$ cat src/rtl/apb_timer_array_if.sv
// apb_timer_array_if: APB bus bundle between a master and the apb_timer_array slave
// Signals: PADDR/PWDATA/PWRITE/PSEL/PENABLE driven by master; PRDATA/PREADY/PSLVERR by slave.
interface apb_timer_array_if #(parameter int APB_ADDR_WIDTH = 12);
    logic [APB_ADDR_WIDTH-1:0] PADDR;
    logic [31:0]               PWDATA;
    logic                      PWRITE;
    logic                      PSEL;
    logic                      PENABLE;
    logic [31:0]               PRDATA;
    logic                      PREADY;
    logic                      PSLVERR;
    modport master (output PADDR, PWDATA, PWRITE, PSEL, PENABLE, input PRDATA, PREADY, PSLVERR);
    modport slave  (input PADDR, PWDATA, PWRITE, PSEL, PENABLE, output PRDATA, PREADY, PSLVERR);
endinterface

$ cat src/rtl/apb_timer_array.sv
// apb_timer_array: APB slave with TIMER_CNT prescaled up-counters, compare reload, one-shot, W1C flags, level IRQs
// Ports: HCLK clock; HRESETn async active-low reset; apb APB slave bus (PADDR[7:4] channel, [3:2] register);
//        irq_o[2k] overflow IRQ, irq_o[2k+1] compare IRQ of channel k.
// Optional: define APB_TIMER_CASCADE_EN to let channel k>=1 tick on channel k-1 overflow/compare events (CTRL[4]).
module apb_timer_array #(
    parameter int APB_ADDR_WIDTH = 12,
    parameter int TIMER_CNT      = 4,
    parameter int CNT_WIDTH      = 32
) (
    input  logic                   HCLK,
    input  logic                   HRESETn,
    apb_timer_array_if.slave       apb,
    output logic [2*TIMER_CNT-1:0] irq_o
);
    typedef enum logic {IDLE, RUN} state_t;
    localparam logic [4:0] LP_NCH = 5'(TIMER_CNT);
    logic [3:0]                    w_ch;
    logic [1:0]                    w_reg;
    logic                          w_ok;
    logic                          w_wr;
    logic                          w_unused;
    logic [31:0]                   w_rdata;
    logic [TIMER_CNT-1:0][3:0][31:0] w_rdv;
    assign w_ch         = apb.PADDR[7:4];
    assign w_reg        = apb.PADDR[3:2];
    assign w_ok         = {1'b0, w_ch} < LP_NCH;
    assign w_wr         = apb.PSEL & apb.PENABLE & apb.PWRITE;
    assign apb.PREADY   = 1'b1;
    assign apb.PSLVERR  = apb.PSEL & apb.PENABLE & ~w_ok;
    assign apb.PRDATA   = apb.PSEL ? w_rdata : '0;
    assign w_unused     = ^{apb.PADDR[1:0], apb.PADDR[APB_ADDR_WIDTH-1:8], apb.PWDATA};
    // Out-of-range channels match no index, so they read 0 and take no writes.
    always_comb begin
        w_rdata = '0;
        for (int i = 0; i < TIMER_CNT; i++) w_rdata = (w_ch == 4'(i)) ? w_rdv[i][w_reg] : w_rdata;
    end
`ifdef APB_TIMER_CASCADE_EN
    logic [TIMER_CNT-1:0] w_evt;
    logic [TIMER_CNT-1:0] r_evt;
    // Events are registered so a chained channel ticks the cycle after its source event.
    always_ff @(posedge HCLK or negedge HRESETn) begin
        if (!HRESETn) r_evt <= '0;
        else          r_evt <= w_evt;
    end
`endif
    for (genvar k = 0; k < TIMER_CNT; k++) begin : g_ch
        state_t                r_state;
        logic                  r_os, r_oie, r_cie, r_ovf, r_cmpf, r_irq_ovf, r_irq_cmp;
        logic [7:0]            r_presc, r_pcnt;
        logic [CNT_WIDTH-1:0]  r_count, r_cmp;
        logic                  w_en, w_sel, w_pm, w_tick, w_match, w_wrap, w_cas;
        logic                  w_wr_ctrl, w_wr_cnt, w_wr_cmp, w_wr_st, w_set_cmp, w_set_ovf;
        assign w_en      = r_state == RUN;
        assign w_sel     = w_wr & (w_ch == 4'(k));
        assign w_wr_ctrl = w_sel & (w_reg == 2'd0);
        assign w_wr_cnt  = w_sel & (w_reg == 2'd1);
        assign w_wr_cmp  = w_sel & (w_reg == 2'd2);
        assign w_wr_st   = w_sel & (w_reg == 2'd3);
        assign w_pm      = r_pcnt == r_presc;
`ifdef APB_TIMER_CASCADE_EN
        logic r_cas, w_cin;
        if (k == 0) begin : g_first
            assign w_cin = 1'b0;
        end else begin : g_next
            assign w_cin = r_evt[k-1];
        end
        always_ff @(posedge HCLK or negedge HRESETn) begin
            if (!HRESETn)       r_cas <= 1'b0;
            else if (w_wr_ctrl) r_cas <= (k > 0) & apb.PWDATA[4];
        end
        assign w_cas    = r_cas;
        assign w_tick   = w_en & (w_cas ? w_cin : w_pm);
        assign w_evt[k] = w_set_cmp | w_set_ovf;
`else
        assign w_cas  = 1'b0;
        assign w_tick = w_en & w_pm;
`endif
        assign w_match   = w_tick & (r_count == r_cmp);
        assign w_wrap    = w_tick & ~w_match & (r_count == '1);
        // A COUNT write in the tick cycle swallows that tick and any flag it would raise.
        assign w_set_cmp = w_match & ~w_wr_cnt;
        assign w_set_ovf = w_wrap & ~w_wr_cnt;
        assign w_rdv[k][0] = {16'd0, r_presc, 3'd0, w_cas, r_cie, r_oie, r_os, w_en};
        assign w_rdv[k][1] = 32'(r_count);
        assign w_rdv[k][2] = 32'(r_cmp);
        assign w_rdv[k][3] = {30'd0, r_cmpf, r_ovf};
        assign irq_o[2*k]   = r_irq_ovf;
        assign irq_o[2*k+1] = r_irq_cmp;
        always_ff @(posedge HCLK or negedge HRESETn) begin
            if (!HRESETn) begin
                r_state   <= IDLE;
                r_os      <= 1'b0;
                r_oie     <= 1'b0;
                r_cie     <= 1'b0;
                r_presc   <= '0;
                r_pcnt    <= '0;
                r_count   <= '0;
                r_cmp     <= '0;
                r_ovf     <= 1'b0;
                r_cmpf    <= 1'b0;
                r_irq_ovf <= 1'b0;
                r_irq_cmp <= 1'b0;
            end else begin
                r_pcnt <= (~w_en | w_wr_ctrl | w_pm) ? 8'd0 : r_pcnt + 8'd1;
                if (w_wr_cnt)    r_count <= apb.PWDATA[CNT_WIDTH-1:0];
                else if (w_tick) r_count <= (w_match | w_wrap) ? '0 : r_count + CNT_WIDTH'(1);
                if (w_wr_cmp) r_cmp <= apb.PWDATA[CNT_WIDTH-1:0];
                // The CTRL write takes precedence over a one-shot stop in the same cycle.
                if (w_wr_ctrl) begin
                    r_state <= apb.PWDATA[0] ? RUN : IDLE;
                    r_os    <= apb.PWDATA[1];
                    r_oie   <= apb.PWDATA[2];
                    r_cie   <= apb.PWDATA[3];
                    r_presc <= apb.PWDATA[15:8];
                end else if (w_set_cmp & r_os) begin
                    r_state <= IDLE;
                end
                r_ovf     <= w_set_ovf | (r_ovf & ~(w_wr_st & apb.PWDATA[0]));
                r_cmpf    <= w_set_cmp | (r_cmpf & ~(w_wr_st & apb.PWDATA[1]));
                r_irq_ovf <= r_ovf & r_oie;
                r_irq_cmp <= r_cmpf & r_cie;
            end
        end
    end
endmodule

$ cat src/flat_wrapper.sv
// flat-port wrapper written by rule: the top's interface ports become plain ports
module apb_timer_array_flat 
#(
    parameter int APB_ADDR_WIDTH = 12,
    parameter int TIMER_CNT      = 4,
    parameter int CNT_WIDTH      = 32
)
  (HCLK, HRESETn, irq_o, apb_PADDR, apb_PWDATA, apb_PWRITE, apb_PSEL, apb_PENABLE, apb_PRDATA, apb_PREADY, apb_PSLVERR);
  apb_timer_array_if #(.APB_ADDR_WIDTH(APB_ADDR_WIDTH)) apb_i ();
  input  logic HCLK;
  input  logic HRESETn;
  output logic [2*TIMER_CNT-1:0] irq_o;
  input wire logic [$bits(apb_i.PADDR)-1:0] apb_PADDR;
  input wire logic [$bits(apb_i.PWDATA)-1:0] apb_PWDATA;
  input wire logic [$bits(apb_i.PWRITE)-1:0] apb_PWRITE;
  input wire logic [$bits(apb_i.PSEL)-1:0] apb_PSEL;
  input wire logic [$bits(apb_i.PENABLE)-1:0] apb_PENABLE;
  output wire logic [$bits(apb_i.PRDATA)-1:0] apb_PRDATA;
  output wire logic [$bits(apb_i.PREADY)-1:0] apb_PREADY;
  output wire logic [$bits(apb_i.PSLVERR)-1:0] apb_PSLVERR;
  assign apb_i.PADDR = apb_PADDR;
  assign apb_i.PWDATA = apb_PWDATA;
  assign apb_i.PWRITE = apb_PWRITE;
  assign apb_i.PSEL = apb_PSEL;
  assign apb_i.PENABLE = apb_PENABLE;
  assign apb_PRDATA = apb_i.PRDATA;
  assign apb_PREADY = apb_i.PREADY;
  assign apb_PSLVERR = apb_i.PSLVERR;
  apb_timer_array #(.APB_ADDR_WIDTH(APB_ADDR_WIDTH), .TIMER_CNT(TIMER_CNT), .CNT_WIDTH(CNT_WIDTH)) u_core (.HCLK(HCLK), .HRESETn(HRESETn), .apb(apb_i), .irq_o(irq_o));
endmodule
$ cat config.mk
export PLATFORM = sky130hd
export DESIGN_NAME = apb_timer_array_flat
export DESIGN_NICKNAME = d
export VERILOG_FILES = /design/src/rtl/apb_timer_array_if.sv /design/src/rtl/apb_timer_array.sv /design/src/flat_wrapper.sv
export SDC_FILE = /design/constraint.sdc
export NUM_CORES = 1
export LEC_CHECK = 0
export CORE_ASPECT_RATIO = 1.2
export CORE_MARGIN = 2
export CORE_UTILIZATION = 25
export CTS_BUF_LIST = sky130_fd_sc_hd__clkbuf_8 sky130_fd_sc_hd__clkbuf_16
export DETAILED_ROUTE_END_ITERATION = 8
export MAX_ROUTING_LAYER = met4
export SKIP_CTS_REPAIR_TIMING = 1
export SYNTH_ARGS = -nofsm -noshare
export SYNTH_HDL_FRONTEND = slang
export SYNTH_SLANG_ARGS = --single-unit
$ cat constraint.sdc
create_clock -name HCLK -period 3.1 [get_ports HCLK]
set_clock_uncertainty 0.1 [all_clocks]
set_input_delay 0.465 -clock HCLK [delete_from_list [all_inputs] [get_ports HCLK]]
set_output_delay 0.465 -clock HCLK [all_outputs]
set_load 0.03 [all_outputs]
== Yosys cells after proc, flatten, opt, wreduce, memory -nomap -nowiden ==
Index checks and enable logic that the tools add are counted.

* Flip-flop bits (word level): 352
* Bits of input ports: 49
* Output and inout bits: 42
* Word-level logic and storage cells: 240

* Add/subtract/negate cells: 8
* Magnitude comparators: 2
* Equal/unequal tests: 18
* Muxes and demuxes: 38
* Bitwise operators: 116
* Reduce and logical (&&, ||, !) cells: 10

{| class="wikitable"
|+ Operators by type and width
! kind !! number
|-
| two-way mux 32 bit || 21
|-
| binary-select mux 32 bit (select 2 bit) || 4
|-
| adder 32 x 1 -> 32 bit (second input constant) || 4
|-
| equality test 32 bit || 4
|-
| equality test 32 bit (second input constant) || 4
|-
| AND 1 bit || 75
|-
| adder 8 x 1 -> 8 bit (second input constant) || 4
|-
| equality test 8 bit || 4
|-
| two-way mux 8 bit || 4
|-
| NOT 1 bit || 21
|-
| OR 1 bit || 20
|-
| nonzero test 2 bit || 8
|-
| two-way mux 1 bit || 9
|-
| equality test 4 x 2 -> 1 bit (second input constant) || 2
|-
| equality test 2 bit (second input constant) || 2
|-
| equality test 4 x 1 -> 1 bit (second input constant) || 1
|-
| zero test 4 bit || 1
|-
| less-than comparator 4 x 3 -> 1 bit (second input constant) || 1
|-
| less-than comparator 2 x 3 -> 1 bit (second input constant) || 1
|-
| equality test 2 x 1 -> 1 bit (second input constant) || 1
|-
| zero test 2 bit || 1
|}

== Depth between registers and ports, before layout ==
* Word-level depth: 10
* Mapped depth: 10
* Gate-level depth less buffers: 8

== Least setup slack after synthesis ==
OpenSTA, ideal clock, no wires.

* Path kind: input-to-output
* From: in apb_PADDR[3]
* To: out apb_PRDATA[0]
* Arrival time: 2.418 ns
* Data required time: 2.535 ns
* Slack: 0.117 ns
* Stages: 7
* Path buffers: 2
* Path through: clkbuf_1 buf_1 mux4_2 nor2_1 o22ai_1 o21ai_0 a21boi_0

* Longest elaborated chain between the ends: 7
* Elaborated cells on any way between the ends: 13
* Those cells by class: 13 x mux

{| class="wikitable"
|+ Ends and longest elaborated chain
! what !! line !! RTL
|-
| from (decl) || flat_wrapper.sv:13 || <nowiki>input wire logic [$bits(apb_i.PADDR)-1:0] apb_PADDR;</nowiki>
|-
| binary-select mux 32 bit (select 2 bit) || apb_timer_array.sv:35 || <nowiki>for (int i = 0; i < TIMER_CNT; i++) w_rdata = (w_ch == 4'(i)) ? w_rdv[i][w_reg] : w_rdata;</nowiki>
|-
| two-way mux 32 bit (implied by the code) || apb_timer_array.sv:35 ||
|-
| two-way mux 32 bit (3 in a row) || apb_timer_array.sv:35 ||
|-
| two-way mux 32 bit * || apb_timer_array.sv:35 ||
|-
| two-way mux 32 bit * || apb_timer_array.sv:30 || <nowiki>assign apb.PRDATA = apb.PSEL ? w_rdata : '0;</nowiki>
|-
| to (decl) || flat_wrapper.sv:18 || <nowiki>output wire logic [$bits(apb_i.PRDATA)-1:0] apb_PRDATA;</nowiki>
|}

Every way passes the cells marked *; elsewhere a longest branch is shown, timed or not. The select of a mux whose other input is x is not followed.

== Final worst setup path ==
* From: in apb_PADDR[2]
* To: out apb_PRDATA[21]

Same word-level chain as after synthesis.

==> impl_metrics.env <==
export IMPL_start_util_pct=25.13
export IMPL_core_area_um2=85930
export IMPL_path_clk_slew_ns=0.06
export IMPL_violations="setup timing"
export IMPL_status="complete, but fails checks"
export IMPL_syn_area_um2=21600
export IMPL_synthFlopType="dfrtp_1"
export IMPL_worstPathMaxFanout=30
export IMPL_slowest_stage="a21oi_1"
export IMPL_synthTopCellsByArea="dfrtp_1 41%, mux2_2 7.0%, xor2_1 4.9%, nor2_1 3.7%, a22oi_1 3.5%"
export IMPL_fmax_mhz=320.0
export IMPL_cp_required_ns=2.53
export IMPL_synth_area_leader_cell="dfrtp_1"
export IMPL_crit_arrival_ns=2.56
export IMPL_hold_path_class="in -> async"
export IMPL_path_cells="buf_2 -> buf_12 -> nor2b_4 -> buf_12 -> buf_12 -> a22oi_1 -> o22ai_2 -> a21oi_1 -> nor2b_2 -> buf_12"
export IMPL_io_pins=91
export IMPL_vias_per_cell=5.478
export IMPL_via_count=20170
export IMPL_hold_viol_final=0
export IMPL_synth_async_reset_ratio_pct=100.0
export IMPL_endpoint="apb_PRDATA[21]"
export IMPL_ys_seq_area_share_pct=40.79
export IMPL_layout_setup_ws_ns=-0.02509
export IMPL_rr_startpoint="u_core.g_ch[1].r_presc[7]"
export IMPL_overflow=0
export IMPL_yosys_warnings=0
export IMPL_drive_gt1_share_pct=21.61
export IMPL_cts_root_buf="clkbuf_16"
export IMPL_drt_initial_drc_count=2427
export IMPL_ir_worst_vdd_mv=0.4911
export IMPL_setup_violations_final=1
export IMPL_leakage_nw=11.47
export IMPL_synth_edf_count=0
export IMPL_met3_usage_pct=3.656
export IMPL_worst_pin_slew_ns=1.064
export IMPL_netlist_instances=2329
export IMPL_cp_num_buf_inv=5
export IMPL_cpMostUsedCell="buf_12"
export IMPL_die_area_um2=88760
export IMPL_chipWidth_um=272.3
export IMPL_utilization_pct=31.74
export IMPL_crit_start="apb_PADDR[2]"
export IMPL_drv_slew=0
export IMPL_period_needed_ns=3.125
export IMPL_detail_route_antenna_nets=0
export IMPL_synth_distinct_cells=81
export IMPL_dp_hpwl_um=63100
export IMPL_clk_latency_ns=0.59
export IMPL_cp_end_kind="output port"
export IMPL_gp_congestion=1.018
export IMPL_drv_cap=0
export IMPL_synth_nets=2386
export IMPL_yosysMostFrequentCell="dfrtp_1"
export IMPL_hold_worst_slack_ns=0.3457
export IMPL_wl_per_cell_um=24.07
export IMPL_syn_to_final_growth_pct=26.27
export IMPL_critPathKind="in -> out"
export IMPL_grt_pass1_wl_um=128400
export IMPL_clockBufferDepth=3
export IMPL_rows=118
export IMPL_r2r_end="u_core.g_ch[1].r_count[27]"
export IMPL_die_y_um=326.0
export IMPL_grt_antenna_before_repair=6
export IMPL_synth_common_cells="352 x dfrtp_1, 212 x nor2_1, 160 x nand2_1"
export IMPL_synth_top_area_share_pct=40.79
export IMPL_ff2ff_setup_slack_ns=0.04
export IMPL_grt_pass1_vias=19210
export IMPL_numCtsBuffers=43
export IMPL_path_delay_family="compound AO/OA/AOI/OAI gates"
export IMPL_max_slew_margin_rel_pct=28.86
export IMPL_rsz0062_at_grt="false"
export IMPL_met2_usage_pct=30.55
export IMPL_slowest_delay_ns=0.45
export IMPL_grtUsageMet1_pct=25.45
export IMPL_nNetsFinal=2562
export IMPL_io_buffers=83
export IMPL_startpoint_type="input port"
export IMPL_drc=0
export IMPL_drtPass1Iterations=6
export IMPL_synth_seq_cells=352
export IMPL_cts_htree_levels=2
export IMPL_grt_max_degree=94
export IMPL_min_period_over_period_pct=100.8
export IMPL_power_density_nw_per_um2=516.5
export IMPL_cts_tree="done"
export IMPL_cts_sinks=352
export IMPL_avgSynthCellArea_um2=9.273
export IMPL_reg2regPathDepth=7
export IMPL_grt_busiest_layer="met2"
export IMPL_wl_um=88610
export IMPL_worst_path_stages=10
export IMPL_grt_usage_pct=19.84
## cell usage in the layout (no fill, tap or decap), types with 33 or more instances in the layout
master	count
o22ai_1	60
a31oi_1	39
mux2_1	38
xor2_1	120
mux2_2	134
o21ai_0	63
nor2_1	205
nor2b_1	33
clkdlybuf4s50_1	43
buf_12	62
mux2i_1	43
nand3_1	108
xnor2_1	78
dfrtp_1	352
nor4_1	38
and3_1	46
clkbuf_16	47
nor3_1	44
nand2_1	160
a21oi_1	112
nand4_1	52
a22oi_1	100
buf_4	208
## state kept, by name (all words and copies together), names as in the netlist
signal	count
u_core.g_ch.r_state	4
u_core.g_ch.r_irq_ovf	4
u_core.g_ch.r_os	4
u_core.g_ch.r_ovf	4
u_core.g_ch.r_oie	4
u_core.g_ch.r_cmp	128
u_core.g_ch.r_irq_cmp	4
u_core.g_ch.r_count	128
u_core.g_ch.r_presc	32
u_core.g_ch.r_pcnt	32
u_core.g_ch.r_cmpf	4
u_core.g_ch.r_cie	4
## kinds of logic (layout without fill, tap and decap cells)
family                     count (synthesis)  after routing  share of synthesized area (%)
adders and majority gates                  8              8                         0.4635
xor gates and xnor gates                 198            198                          8.030
DFF                                      352            352                          40.79
buffers and inverters                    213            423                          4.212
other                                      1              3                        0.01736
AOI/OAI and AO/OA                        506            506                          14.97
muxes                                    223            223                          11.80
and+or+nand+nor                          828            829                          19.73
## layer usage
metal / part of all wire, % / wire length [um] / up-vias
met4: 5.2 / 4602 / 0
met1: 41 / 36700 / 10160
li1: - / - / 8843
met2: 45 / 39920 / 958
met5: 0 / 0 / -
met3: 8.3 / 7389 / 215
## worst min-delay path by stage
stage,endpoint,cells past startpoint,slack [ns]
final,u_core.g_ch[0].r_count[18],2,0.35
after global routing,u_core.g_ch[0].r_count[18],2,0.39
after CTS,u_core.g_ch[0].r_presc[7],1,-0.24
after detailed placement,u_core.g_ch[0].r_pcnt[7],1,0.38
after global placement,u_core.g_ch[0].r_pcnt[7],1,0.37
after floorplan,u_core.g_ch[0].r_cie,0,0.07
## metrics by stage
stage	instance area (um^2)	setup WS, ns	power (W)	std cells	TNS [ns]
4_1_cts	27060	-0.2934	0.01406	3674	-6.290
5_1_grt	27270	0.0004809	0.01460	3682	0
3_5_place_dp	25540	-0.2716	0.008577	3594	-12.43
6_report	27270	-0.02509	0.01408	3682	-0.02509
2_1_floorplan	21600	0.1173	0.007273	2329	0
3_3_place_gp	25540	-0.2640	0.008549	3594	-11.66
## power breakdown
| part | internal (W) | switching, W |
|---|---|---|
| Clock | 0.00330 | 0.00217 |
| Sequential | 0.00501 | 0.000728 |
| Combinational | 0.00120 | 0.00167 |
| Total | 0.00952 | 0.00457 |
## final cells by class
cell class	instances	area (um^2)
fill	8867	58660
multi-input combinational	1765	12040
sequential	352	8808
timing repair buffer	324	3400
tap	1140	1426
clock buffer	53	1225
clock inverter	27	292.8
inverter	19	71.32
antenna	2	5.005
(Power assumes the default switching activity.)
